--- src/rtl/uart_pkg.sv ---
// ---------------------------------------------------------------------------
// uart_pkg
// Shared types and defaults for the UART transmit path.
//   uart_tx_state_t   : TX sequencer FSM state encoding
//   UART_CLKS_PER_BIT : default baud divider (115200 baud @ 50 MHz)
//   UART_DATA_BITS    : default data bits per frame
//   frame_cycles()    : clock cycles spanned by one complete frame
// ---------------------------------------------------------------------------
package uart_pkg;

    typedef enum logic [2:0] {
        IDLE,
        START,
        DATA,
        PARITY,
        STOP
    } uart_tx_state_t;

    localparam int UART_CLKS_PER_BIT = 434;
    localparam int UART_DATA_BITS    = 8;

    // Cycles from the first start-bit cycle to the end of the last stop bit.
    function automatic int frame_cycles(input int clks_per_bit,
                                        input int data_bits,
                                        input int stop_bits,
                                        input int parity_bits);
        return (1 + data_bits + parity_bits + stop_bits) * clks_per_bit;
    endfunction

endpackage

--- src/rtl/uart_tx_sequencer_baud.sv ---
// ---------------------------------------------------------------------------
// baud_tick_counter
// Free-running modulo-MAX_COUNT counter that is held at zero while disabled.
// tick marks the last cycle of each bit period.
// Ports:
//   clk    in   system clock
//   reset  in   asynchronous, active-low reset
//   enable in   count while high, clear to 0 while low
//   tick   out  count == MAX_COUNT-1
//   count  out  current count, 0..MAX_COUNT-1
// ---------------------------------------------------------------------------
module baud_tick_counter #(
    parameter int  MAX_COUNT = 434,
    localparam int CW        = $clog2(MAX_COUNT)
) (
    input  logic          clk,
    input  logic          reset,
    input  logic          enable,
    output logic          tick,
    output logic [CW-1:0] count
);

    localparam logic [CW-1:0] LAST = CW'(MAX_COUNT - 1);

    logic [CW-1:0] count_q, count_d;

    always_comb begin
        count_d = '0;
        if (enable && count_q != LAST) begin
            count_d = count_q + 1'b1;
        end
    end

    always_ff @(posedge clk or negedge reset) begin
        if (!reset) begin
            count_q <= '0;
        end else begin
            count_q <= count_d;
        end
    end

    assign tick  = (count_q == LAST);
    assign count = count_q;

endmodule

--- src/rtl/uart_tx_sequencer.sv ---
// ---------------------------------------------------------------------------
// uart_tx_sequencer
// Frames one byte per valid/ready handshake and shifts it out LSB first as
// start, data, optional parity and stop bits. The baud counter only runs
// while a frame is in flight, so each frame is phase-aligned to its accept.
// Optional feature macro: UART_TX_PARITY_EN adds a parity bit (even when
// PARITY_ODD=0, odd when PARITY_ODD=1) between the data and stop bits.
// Ports:
//   clk        in   system clock
//   reset      in   asynchronous, active-low reset
//   tx_valid   in   producer has a byte on tx_data
//   tx_data    in   byte to send, sampled only on accept
//   tx_ready   out  sequencer idle; accept = tx_valid & tx_ready
//   tx_serial  out  registered UART line, idles high
//   tx_busy    out  frame in flight
//   tx_done    out  one-cycle pulse as the frame completes
// ---------------------------------------------------------------------------
module uart_tx_sequencer
    import uart_pkg::*;
#(
    parameter int CLKS_PER_BIT = UART_CLKS_PER_BIT,
    parameter int DATA_BITS    = UART_DATA_BITS,
    parameter int STOP_BITS    = 1,
    parameter int PARITY_ODD   = 0
) (
    input  logic                 clk,
    input  logic                 reset,
    input  logic                 tx_valid,
    input  logic [DATA_BITS-1:0] tx_data,
    output logic                 tx_ready,
    output logic                 tx_serial,
    output logic                 tx_busy,
    output logic                 tx_done
);

    localparam int BW = $clog2(DATA_BITS);

    localparam logic [BW-1:0] LAST_BIT  = BW'(DATA_BITS - 1);
    localparam logic          LAST_STOP = 1'(STOP_BITS - 1);

    if (CLKS_PER_BIT < 2 || DATA_BITS < 5 || DATA_BITS > 9 ||
        STOP_BITS < 1 || STOP_BITS > 2 || PARITY_ODD < 0 || PARITY_ODD > 1) begin : g_param_err
        $error("uart_tx_sequencer: parameter out of range");
    end

    uart_tx_state_t       state_q, state_d;
    logic [DATA_BITS-1:0] shift_q, shift_d;
    logic [BW-1:0]        bit_cnt_q, bit_cnt_d;
    logic                 stop_cnt_q, stop_cnt_d;
    logic                 tx_serial_q, tx_serial_d;
    logic                 tx_done_q, tx_done_d;
    logic                 tick;
`ifdef UART_TX_PARITY_EN
    // The shift register is consumed by the data bits, so parity is
    // captured from the byte at accept time.
    logic                 parity_q, parity_d;
`endif

    baud_tick_counter #(
        .MAX_COUNT (CLKS_PER_BIT)
    ) u_baud (
        .clk    (clk),
        .reset  (reset),
        .enable (state_q != IDLE),
        .tick   (tick),
        .count  ()
    );

    always_comb begin
        state_d    = state_q;
        shift_d    = shift_q;
        bit_cnt_d  = bit_cnt_q;
        stop_cnt_d = stop_cnt_q;
        tx_done_d  = 1'b0;
`ifdef UART_TX_PARITY_EN
        parity_d   = parity_q;
`endif
        case (state_q)
            IDLE: begin
                if (tx_valid) begin
                    state_d    = START;
                    shift_d    = tx_data;
                    bit_cnt_d  = '0;
                    stop_cnt_d = 1'b0;
`ifdef UART_TX_PARITY_EN
                    parity_d   = (^tx_data) ^ 1'(PARITY_ODD);
`endif
                end
            end
            START: begin
                if (tick) state_d = DATA;
            end
            DATA: begin
                if (tick) begin
                    shift_d = shift_q >> 1;
                    if (bit_cnt_q == LAST_BIT) begin
                        bit_cnt_d = '0;
`ifdef UART_TX_PARITY_EN
                        state_d   = PARITY;
`else
                        state_d   = STOP;
`endif
                    end else begin
                        bit_cnt_d = bit_cnt_q + 1'b1;
                    end
                end
            end
`ifdef UART_TX_PARITY_EN
            PARITY: begin
                if (tick) state_d = STOP;
            end
`endif
            STOP: begin
                if (tick) begin
                    if (stop_cnt_q == LAST_STOP) begin
                        state_d    = IDLE;
                        stop_cnt_d = 1'b0;
                        tx_done_d  = 1'b1;
                    end else begin
                        stop_cnt_d = stop_cnt_q + 1'b1;
                    end
                end
            end
            default: state_d = IDLE;
        endcase
    end

    // Line value follows the current state one cycle later, which keeps the
    // pin driven straight from a flop.
    always_comb begin
        tx_serial_d = 1'b1;
        case (state_q)
            START:   tx_serial_d = 1'b0;
            DATA:    tx_serial_d = shift_q[0];
`ifdef UART_TX_PARITY_EN
            PARITY:  tx_serial_d = parity_q;
`endif
            default: tx_serial_d = 1'b1;
        endcase
    end

    always_ff @(posedge clk or negedge reset) begin
        if (!reset) begin
            state_q     <= IDLE;
            shift_q     <= '0;
            bit_cnt_q   <= '0;
            stop_cnt_q  <= 1'b0;
            tx_serial_q <= 1'b1;
            tx_done_q   <= 1'b0;
`ifdef UART_TX_PARITY_EN
            parity_q    <= 1'b0;
`endif
        end else begin
            state_q     <= state_d;
            shift_q     <= shift_d;
            bit_cnt_q   <= bit_cnt_d;
            stop_cnt_q  <= stop_cnt_d;
            tx_serial_q <= tx_serial_d;
            tx_done_q   <= tx_done_d;
`ifdef UART_TX_PARITY_EN
            parity_q    <= parity_d;
`endif
        end
    end

    assign tx_ready  = (state_q == IDLE);
    assign tx_busy   = (state_q != IDLE);
    assign tx_serial = tx_serial_q;
    assign tx_done   = tx_done_q;

endmodule
--- config.mk ---
export PLATFORM = sky130hd
export DESIGN_NAME = uart_tx_sequencer
export DESIGN_NICKNAME = d
export VERILOG_FILES = /design/src/rtl/uart_pkg.sv /design/src/rtl/uart_tx_sequencer_baud.sv /design/src/rtl/uart_tx_sequencer.sv
export SDC_FILE = /design/constraint.sdc
export NUM_CORES = 1
export LEC_CHECK = 0
export BUFFER_PORTS_ARGS = -buffer_cell sky130_fd_sc_hd__clkbuf_2
export CAP_MARGIN = 10
export CORE_MARGIN = 1.5
export CORE_UTILIZATION = 56
export DETAILED_ROUTE_END_ITERATION = 6
export PLACE_DENSITY = 0.87
export SLEW_MARGIN = 20
export SYNTH_ARGS = -nofsm -noshare
export SYNTH_HDL_FRONTEND = slang
export SYNTH_HIERARCHICAL = 1
export SYNTH_SLANG_ARGS = --single-unit
--- constraint.sdc ---
create_clock -name clk -period 2.4 [get_ports clk]
set_input_delay 0.72 -clock clk [delete_from_list [all_inputs] [get_ports clk]]
set_output_delay 0.72 -clock clk [all_outputs]
set_load 0.005 [all_outputs]
==> out/metrics.cfg <==
[floorplanning]
start_util_pct = 58.9
die_h_um = 51.3
die_width_um = 51.3
row_count = 17
dieArea_sq_um = 2630
io_pins = 15
core_sq_um = 2210

[synth]
syn_inst = 115
synthSimpleGateAreaFrac_pct = 18.1
synth_fa_ha_area_share_pct = 3.84
synthFlopType = dfrtp_1
synth-seq-area-share_pct = 48.1
ys_ff_latch = 25
synth_compound_area_share_pct = 7.87
synthesis.nets = 130
ys_async_sr_fraction_pct = 100
synth_top_family_by_area = simple AND/OR/NAND/NOR gates
netlist_area_sq_um = 1300
yosys_warnings = 6
synth_edf_count = 0
synth_xor_area_share_pct = 2.02
postSynthAreaPerCell_sq_um = 11.3
yosysUniqueCellTypes = 38
synth.area.mux_share_pct = 15.4

[timing]
max_clock_freq_ghz = 0.445
hold_viol_final = 0
finalClockSkew_ns = 0.00727
fin_tns_setup_ns = 0
worst_pin_slew_ns = 0.612
finalCriticalPeriod_ns = 2.25
rsz0062_at_grt = no
maxSlewHeadroom_pct = 59.2
period_share_pct = 93.6
holdWs_ns = 0.379
fin_ws_ns = 0.154
finalSetupViolCount = 0
slew_viol_final = 0

[drt]
top_layer = met4
wl_met3_um = 69
first_iter_violations = 10
via_count = 920
wl_met2_mm = 1.09
ant_nets = 0
vias_per_cell = 5.79
drt-total-wl_mm = 2.20
wl_per_cell_um = 13.8
drc = 0
firstDrtPassIters = 4
route.layer.met1.wl_um = 986

[finish]
finalNonFillerCells = 159
n_antenna_cell = 0
drive_above_1_share_pct = 32.1
final_area_sq_um = 1430
final_util_pct = 64.5
area_growth_syn_to_layout_pct = 9.50
nets = 147

[pwr]
power.total_mw = 1.44
powerDensity_nw_per_um2 = 1010
irDropWorstVdd_uv = 557
leakagePower_nw = 0.653

[placed_design]
hpwlAfterDp_mm = 1.62
placed_area_sq_um = 1400
place_inst = 155
place.gp.congestion = 0.815
io_buffer_count = 14
place_ws_ns = 0.354

[clock_network]
cts_tree = done
clock_latency_ns = 0.32
post_cts_resized = 0
cts-root-buf = clkbuf_4
cts_inserted_buffers = 3
h-tree-depth = 1
cts.sinks = 25
clkTransAtPathRegs_ns = 0.14
clockBufferDepth = 2
cts_setup_buffers = 0
holdBufCountCts = 0

[global_routing]
overflow = 0
grt_start_max_net_pins = 26
grtUsageTotal_pct = 20.0
grt_antenna_before_repair = 0
grt_pass1_wl_mm = 3.92
grt_pass1_vias = 923

[worst_setup_path]
worstSetupEndpointType = output port
critPathMaxFanout = 10
arrival_ns = 1.53
setup.worst_path.start_class = flip-flop
crit_required_ns = 1.68
path_class = flip-flop to output port

[status]
status = finished clean

[flow_run]
max-cap-violations = 0

[worst_hold_path]
hold_class = input pin to async pin

-- registers in the layout, indices dropped and copies added (netlist names) --
register	cells
tx_done	1
bit_cnt_q	3
u_baud/count	9
tx_serial	1
state_q	3
shift_q	8
-- final timing paths --
kind / start / end / slack (ns) / depth (start not counted)
max: state_q[0] / tx_ready / 0.15 / 3
min: reset / state_q[1] / 0.38 / 1
max reg2reg: u_baud/count[2] / shift_q[4] / 0.35 / 6
min reg2reg: shift_q[6] / shift_q[6] / 0.53 / 1
max in group asynchronous: reset / shift_q[4] / 1.62 / 1
min in group clk: shift_q[6] / shift_q[6] / 0.53 / 1
-- metal layers --
layer / vias up / global-route usage (%)
met5: - / 0
met4: 0 / 10.5
met3: 5 / 2.63
met2: 19 / 33.5
met1: 453 / 25.0
li1: 443 / -
-- area by class of cell --
type | count | area (sq um)
fillers | 191 | 785
flip-flops and latches | 25 | 627
multi-input cells | 77 | 616
repair buffers | 17 | 92.6
well taps | 28 | 35.0
inverters | 8 | 30.0
clock buffers | 3 | 22.5
clock inverters | 1 | 5.00
-- cell usage in the layout, fill, tap and decap left out, types with 2 or more instances in the layout --
cell type	synthesis	routed
inv_1	8	8
o21ai_0	3	3
nand2_1	6	6
mux2_2	16	16
mux2i_1	2	2
a31oi_1	3	3
dfrtp_1	24	24
nand3_1	3	3
clkbuf_2	1	14
nand4b_1	2	2
a21oi_1	3	3
nor3_1	2	2
nor2_1	7	7
buf_4	0	3
nand3b_1	2	2
or3_1	3	3
xor2_1	2	2
clkbuf_4	0	3
nand4_1	2	2
ha_1	4	4
-- Yosys cell counts (3+ instances only) --
master / count / area share, %
nor2_1: 7 / 2.0
mux2_2: 16 / 14
nand3_1: 3 / 1.2
buf_2: 3 / 1.2
nand2_1: 6 / 1.7
ha_1: 4 / 3.8
a21oi_1: 3 / 1.2
dfrtp_1: 24 / 46
inv_1: 8 / 2.3
o21ai_0: 3 / 1.2
a31oi_1: 3 / 1.4
or3_1: 3 / 1.4
-- worst max-delay path, stage by stage, from the launching register on --
cell and delay (ns):
dfrtp_1 0.51, or3_1 0.49, inv_1 0.09, clkbuf_2 0.11
-- report_power, final --
group	internal, mW	switching (mW)	leakage [nW]	total, mW
clock network	0.0625	0.128	0.0177	0.190
registers	0.583	0.142	0.302	0.725
logic	0.258	0.269	0.334	0.527
-- cell families (layout without fill, tap and decap cells) --
| kind of cell | after synthesis | count (layout) |
|---|---|---|
| XOR/XNOR | 3 | 3 |
| AND/OR/NAND/NOR | 38 | 38 |
| adder cells (fa/ha/maj) | 4 | 4 |
| flip-flops | 25 | 25 |
| AO/OA/AOI/OAI | 14 | 14 |
| multiplexers | 18 | 18 |
| buffers and inverters | 13 | 29 |
Note: power is estimated with default switching activity, not from simulation.
